File: config.mk
export PLATFORM = sky130hd
export DESIGN_NAME = codec_init_seq
export DESIGN_NICKNAME = d
export VERILOG_FILES = /design/src/rtl/codec_init_seq.sv
export SDC_FILE = /design/constraint.sdc
export NUM_CORES = 1
export LEC_CHECK = 0
export BUFFER_PORTS_ARGS = -buffer_cell sky130_fd_sc_hd__buf_2
export CELL_PAD_IN_SITES_DETAIL_PLACEMENT = 1
export CELL_PAD_IN_SITES_GLOBAL_PLACEMENT = 1
export CORE_MARGIN = 2
export CORE_UTILIZATION = 38
export DETAILED_ROUTE_END_ITERATION = 7
export GPL_TIMING_DRIVEN = 0
export PLACE_DENSITY = 0.84
export SLEW_MARGIN = 30
export SYNTH_ARGS = -nofsm -noshare
export SYNTH_HDL_FRONTEND = slang
export SYNTH_SLANG_ARGS = --single-unit
File: constraint.sdc
create_clock -name clk -period 2.1 [get_ports clk]
set_input_delay 0.21 -clock clk [delete_from_list [all_inputs] [get_ports clk]]
set_output_delay 0.21 -clock clk [all_outputs]
set_load 0.05 [all_outputs]
File: src/rtl/codec_init_seq.sv
// codec_init_seq
// Walks a fixed table of audio-codec register writes through an I2C write
// master. Each entry is requested, handshaken, and retried on NACK or timeout.
// init_done releases the downstream datapath once every write has been ACKed.
// init_error latches if one entry keeps failing after all of its retries.

module codec_init_seq #(
    parameter logic [7:0]  DEV_ADDR      = 8'h34,
    parameter int unsigned STARTUP_DELAY = 1000,
    parameter int unsigned GAP_CYCLES    = 500,
    parameter int unsigned MAX_RETRY     = 3,
    parameter int unsigned XFER_TIMEOUT  = 20000
) (
    input  logic        clk,
    input  logic        rst,
    input  logic        start,
    input  logic        i2c_is_done,
    input  logic        i2c_is_busy,
    output logic        i2c_is_send,
    output logic [7:0]  i2c_addr,
    output logic [15:0] i2c_data,
    output logic        init_done,
    output logic        init_error,
    output logic [3:0]  reg_index,
    output logic [1:0]  retry_count
);

    // One shared counter covers the startup delay, the inter-transfer gap and
    // the transfer timeout, so it is sized for the largest of the three.
    localparam int unsigned MAX_SD_GAP = (STARTUP_DELAY > GAP_CYCLES) ? STARTUP_DELAY : GAP_CYCLES;
    localparam int unsigned MAX_CNT    = (MAX_SD_GAP > XFER_TIMEOUT) ? MAX_SD_GAP : XFER_TIMEOUT;
    localparam int unsigned CNT_W      = $clog2(MAX_CNT + 1);

    localparam logic [CNT_W-1:0] STARTUP_LAST = CNT_W'(STARTUP_DELAY - 1);
    localparam logic [CNT_W-1:0] GAP_LAST     = CNT_W'(GAP_CYCLES - 1);
    localparam logic [CNT_W-1:0] TIMEOUT_LAST = CNT_W'(XFER_TIMEOUT - 1);
    localparam logic [1:0]       RETRY_LIMIT  = 2'(MAX_RETRY);
    localparam logic [3:0]       LAST_INDEX   = 4'd10;

    // Sequencer states
    localparam logic [3:0] S_IDLE      = 4'd0;
    localparam logic [3:0] S_STARTUP   = 4'd1;
    localparam logic [3:0] S_LOAD      = 4'd2;
    localparam logic [3:0] S_REQUEST   = 4'd3;
    localparam logic [3:0] S_WAIT_XFER = 4'd4;
    localparam logic [3:0] S_FAIL      = 4'd5;
    localparam logic [3:0] S_GAP       = 4'd6;
    localparam logic [3:0] S_DONE      = 4'd7;
    localparam logic [3:0] S_ERROR     = 4'd8;

    logic [3:0]       state;
    logic [CNT_W-1:0] cnt;
    logic             done_q;
    logic             done_rise;
    logic             xfer_timeout;

    // Register-write table: {reg[6:0], value[8:0]} per entry.
    function automatic logic [15:0] table_word(input logic [3:0] idx);
        logic [15:0] w;
        case (idx)
            4'd0:    w = 16'h1E00;  // software reset
            4'd1:    w = 16'h0017;  // left line in
            4'd2:    w = 16'h0217;  // right line in
            4'd3:    w = 16'h0479;  // left headphone out
            4'd4:    w = 16'h0679;  // right headphone out
            4'd5:    w = 16'h0812;  // analogue path
            4'd6:    w = 16'h0A00;  // digital path
            4'd7:    w = 16'h0C00;  // power down control
            4'd8:    w = 16'h0E02;  // I2S, 16-bit
            4'd9:    w = 16'h1000;  // sampling control
            4'd10:   w = 16'h1201;  // activate interface
            default: w = 16'h0000;
        endcase
        return w;
    endfunction

    // The master's done flag can stay high for many cycles; only its rising
    // edge marks a completed write, so a long pulse counts once.
    assign done_rise = i2c_is_done & ~done_q;

    // Request and wait phases share one timeout window; >= keeps the compare
    // valid even if the counter stepped past the last value on a busy edge.
    assign xfer_timeout = (cnt >= TIMEOUT_LAST);

    assign i2c_addr = DEV_ADDR;

    // Track the previous level of i2c_is_done for edge detection.
    always_ff @(posedge clk or posedge rst) begin
        if (rst) begin
            done_q <= 1'b0;
        end else begin
            done_q <= i2c_is_done;
        end
    end

    // Main sequencer: table walk, handshake, retry and completion flags.
    always_ff @(posedge clk or posedge rst) begin
        if (rst) begin
            state       <= S_IDLE;
            cnt         <= '0;
            i2c_is_send <= 1'b0;
            i2c_data    <= 16'h0000;
            init_done   <= 1'b0;
            init_error  <= 1'b0;
            reg_index   <= 4'd0;
            retry_count <= 2'd0;
        end else begin
            case (state)
                // Idle, finished and failed states all accept a fresh start.
                S_IDLE, S_DONE, S_ERROR: begin
                    if (start) begin
                        init_done   <= 1'b0;
                        init_error  <= 1'b0;
                        reg_index   <= 4'd0;
                        retry_count <= 2'd0;
                        cnt         <= '0;
                        state       <= S_STARTUP;
                    end
                end

                // Give the codec time to power up before the first write.
                S_STARTUP: begin
                    if (cnt == STARTUP_LAST) begin
                        cnt   <= '0;
                        state <= S_LOAD;
                    end else begin
                        cnt <= cnt + 1'b1;
                    end
                end

                // Present the current entry and raise the request.
                S_LOAD: begin
                    i2c_data    <= table_word(reg_index);
                    i2c_is_send <= 1'b1;
                    cnt         <= '0;
                    state       <= S_REQUEST;
                end

                // Hold the request until the master reports busy.
                S_REQUEST: begin
                    if (i2c_is_busy) begin
                        i2c_is_send <= 1'b0;
                        cnt         <= cnt + 1'b1;
                        state       <= S_WAIT_XFER;
                    end else if (xfer_timeout) begin
                        i2c_is_send <= 1'b0;
                        state       <= S_FAIL;
                    end else begin
                        cnt <= cnt + 1'b1;
                    end
                end

                // A done edge wins over a busy drop or a timeout in the same
                // cycle; busy low without a done edge means the write was NACKed.
                S_WAIT_XFER: begin
                    if (done_rise) begin
                        cnt <= '0;
                        if (reg_index == LAST_INDEX) begin
                            init_done <= 1'b1;
                            state     <= S_DONE;
                        end else begin
                            reg_index   <= reg_index + 4'd1;
                            retry_count <= 2'd0;
                            state       <= S_GAP;
                        end
                    end else if (!i2c_is_busy || xfer_timeout) begin
                        state <= S_FAIL;
                    end else begin
                        cnt <= cnt + 1'b1;
                    end
                end

                // Retry the same entry until its retry budget is spent.
                S_FAIL: begin
                    cnt <= '0;
                    if (retry_count == RETRY_LIMIT) begin
                        init_error <= 1'b1;
                        state      <= S_ERROR;
                    end else begin
                        retry_count <= retry_count + 2'd1;
                        state       <= S_GAP;
                    end
                end

                // Enforce the idle gap, then wait for the master to go quiet.
                S_GAP: begin
                    if (cnt == GAP_LAST) begin
                        if (!i2c_is_busy && !i2c_is_done) begin
                            cnt   <= '0;
                            state <= S_LOAD;
                        end
                    end else begin
                        cnt <= cnt + 1'b1;
                    end
                end

                default: begin
                    i2c_is_send <= 1'b0;
                    cnt         <= '0;
                    state       <= S_IDLE;
                end
            endcase
        end
    end

endmodule
==> metrics.md <==
| Metric | Value |
|---|---|
| Status | finished with violations |
| Failing checks | negative setup slack |
| Synth Register Bits | 38 |
| Initial antenna violation count | 0 |
| Clock Path Buffers | 2 |
| Die width | 83.9 um |
| Layout Cells excl Fill | 426 |
| DP HPWL | 4580 um |
| Most used DFF post-synth | dfrtp_1 |
| Final Hold Fails | 0 |
| Hold Path Class | in2reg |
| First-pass DRT Iterations | 4 |
| CTS root buf | clkbuf_8 |
| Required @ worst endpoint | 2.28 ns |
| Max Clk Rate | 461 MHz |
| Placer congestion estimate | 0.832 |
| Vias | 2376 |
| Routed wire length on met2 | 3850 um |
| Largest net degree at the start of global routing | 23 |
| Post-synth top area cell | dfrtp_1 |
| Area contributors post-synth | dfrtp_1 (39%), o21ai_0 (6.0%), a21oi_1 (5.2%) |
| P_leak | 0.00147 uW |
| EDFF count, synth | 0 |
| H-tree depth | 2 |
| Fin crit share | 1.03 |
| Antenna Nets Post-Route | 0 |
| Synth cell types | 54 |
| Chip Height | 83.9 um |
| Post-placement cell count | 398 |
| FFs w/ async S/R, synth | 1.00 |
| CP Capture Type | flip-flop |
| PD cells | 1500 nW/um2 |
| Worst Path Max Fanout | 5 |
| Rel. slew slack | 0.644 |
| Layout cells sized above 1 | 0.335 |
| Port bufs | 24 |
| Drt drc | 0 |
| Sequential area share after synthesis | 0.392 |
| DRT Wirelength | 7450 um |
| DR WL/cell | 17.5 um |
| Total power | 4840 uW |
| Clock transition at the registers of the reported paths | 0.09 ns |
| Cell Area, Synth | 2420 um2 |
| Finish-stage setup viols | 9 |
| Synthesis warning total | 0 |
| RSZ-0062 raised after global routing | true |
| Core Area | 6280 um2 |
| First-pass GRT wire length | 11300 um |
| Die area | 7040 um2 |
| Slew Limit Fails | 0 |
| Worst-margin pin slew | 0.530 ns |
| Rows | 29 |
| Crit path kind | reg2reg |
| Gate Count Post-Synth | 285 |
| Initial core utilization | 0.386 |
| GRT overflow | 0 |
| Post-synthesis area per instance | 8.51 um2 |
| CP Launch Type | flip-flop |
| Setup WS pre-CTS | -0.250 ns |
| CTS Buf Count | 5 |
| Max-cap check violation count | 0 |
| Total Routing Usage GR | 0.199 |
| Final core utilization | 0.512 |
| Post-route setup slack | -0.0707 ns |
| Commonest non-fill, non-tap cell in the layout | dfrtp_1 |
| DR iter-0 viols | 106 |
| Arrival time at the worst endpoint | 2.35 ns |
| Clock latency on the worst-skew pair | 0.31 ns |
| DRT met1 WL | 3150 um |
| Area Growth Syn to Fin | 32.7% |
| Most frequent cells in the layout | dfrtp_1 (35), buf_4 (29), nand2_1 (28) |
| Antenna Cells | 0 |
| CTS tree | yes |
| Met3 wire len | 257 um |
| Number of global-route vias before repair | 2281 |
| Ports | 38 |
| Worst Clk Skew | 0.0159 ns |
| # nets final | 359 |
| CTS Sinks | 38 |
| Peak supply drop | 0.773 mV |
| Vias per cell | 5.58 |
| DR top layer | met4 |
| Post-route minimum period | 2.17 ns |
| Top-area cell type share of the netlist area | 0.392 |
-- critical path: stages (launching register included) --
cell     delay [ns]
dfrtp_1        0.41
or4_4          0.56
nor4_4         0.25
o22a_2         0.28
buf_6          0.15
a21oi_1        0.10
o21ai_2        0.20
o41ai_4        0.10
-- cell usage after synthesis (all sizes together), types with 2 or more instances --
master	instances
nand2	29
a21o	3
clkbuf	9
mux2i	3
or4	2
buf	18
dfrtp	38
o32ai	2
nand4	3
o22ai	3
a2bb2oi	3
nor4	2
inv	15
and4b	2
o22a	2
a21oi	25
nor3	7
nor2	22
nor4bb	2
or3	3
o21ai	33
nand3	9
nor2b	4
nand3b	2
conb	2
ha	6
a21boi	2
o41ai	4
o31ai	6
a31oi	3
nand2b	5
-- logic make-up after synthesis --
kind of cell               synth area share
DFF                                   0.392
muxes                                0.0170
and+or+nand+nor                       0.216
adders and majority gates            0.0310
AOI/OAI and AO/OA                     0.239
xor gates and xnor gates            0.00723
buffers and inverters                0.0949
other                               0.00310
-- final cells by class --
class | count | area [um2]
fill | 762 | 3060
multi-input combinational | 216 | 1510
sequential | 38 | 955
timing repair buffer | 45 | 319
buffer | 27 | 190
tap | 77 | 96.3
clock buffer | 6 | 82.6
inverter | 15 | 56.3
clock inverter | 2 | 12.5
-- power by group --
| group | switching, uW | internal (uW) | leakage [uW] |
|---|---|---|---|
| Combinational | 2010 | 1210 | 0.000922 |
| Clock | 290 | 264 | 0.0000472 |
| Sequential | 151 | 918 | 0.000502 |
-- through the flow --
step | instance area, um2 | setup TNS, ns | hold WS (ns)
2_1_floorplan | 2470 | 0 | 0.241
3_3_place_gp | 2680 | -1.66 | 0.358
3_5_place_dp | 2710 | -2.70 | 0.287
4_1_cts | 2990 | -0.209 | 0.0410
5_1_grt | 3220 | -0.991 | 0.0489
6_report | 3220 | -0.286 | 0.0453
-- final timing paths --
kind	from	cells past startpoint	end	slack, ns
worst max-delay path	cnt[10]	7	cnt[9]	-0.07
min in group asynchronous	rst	3	reg_index[2]	0.48
worst max register to register	cnt[10]	7	cnt[9]	-0.07
worst min register to register	i2c_data[2]	2	i2c_data[2]	0.47
max in group asynchronous	rst	4	cnt[7]	1.13
worst min-delay path	i2c_is_done	1	done_q	0.05
-- registers in the layout, indices dropped and copies added, names as in the netlist --
name	cells
state	4
reg_index	4
cnt	15
i2c_is_send	1
i2c_data	9
retry_count	2
init_error	1
init_done	1
done_q	1
-- repair_timing --
action / CTS / global route
cloned: 3 / 0
pin swaps: 8 / 14
endpoints found under the hold margin: 21 / 0
hold buffers: 1 / 0
resized for setup: 36 / 47
setup buffers: 9 / 7
endpoints found under the setup margin: 21 / 24
-- metal layers --
| layer | track usage | vias up |
|---|---|---|
| met5 | 0 | - |
| met4 | 0.0748 | 0 |
| met3 | 0.0307 | 19 |
| met2 | 0.349 | 56 |
| met1 | 0.245 | 1180 |
| li1 | - | 1121 |
(Power assumes the default switching activity.)
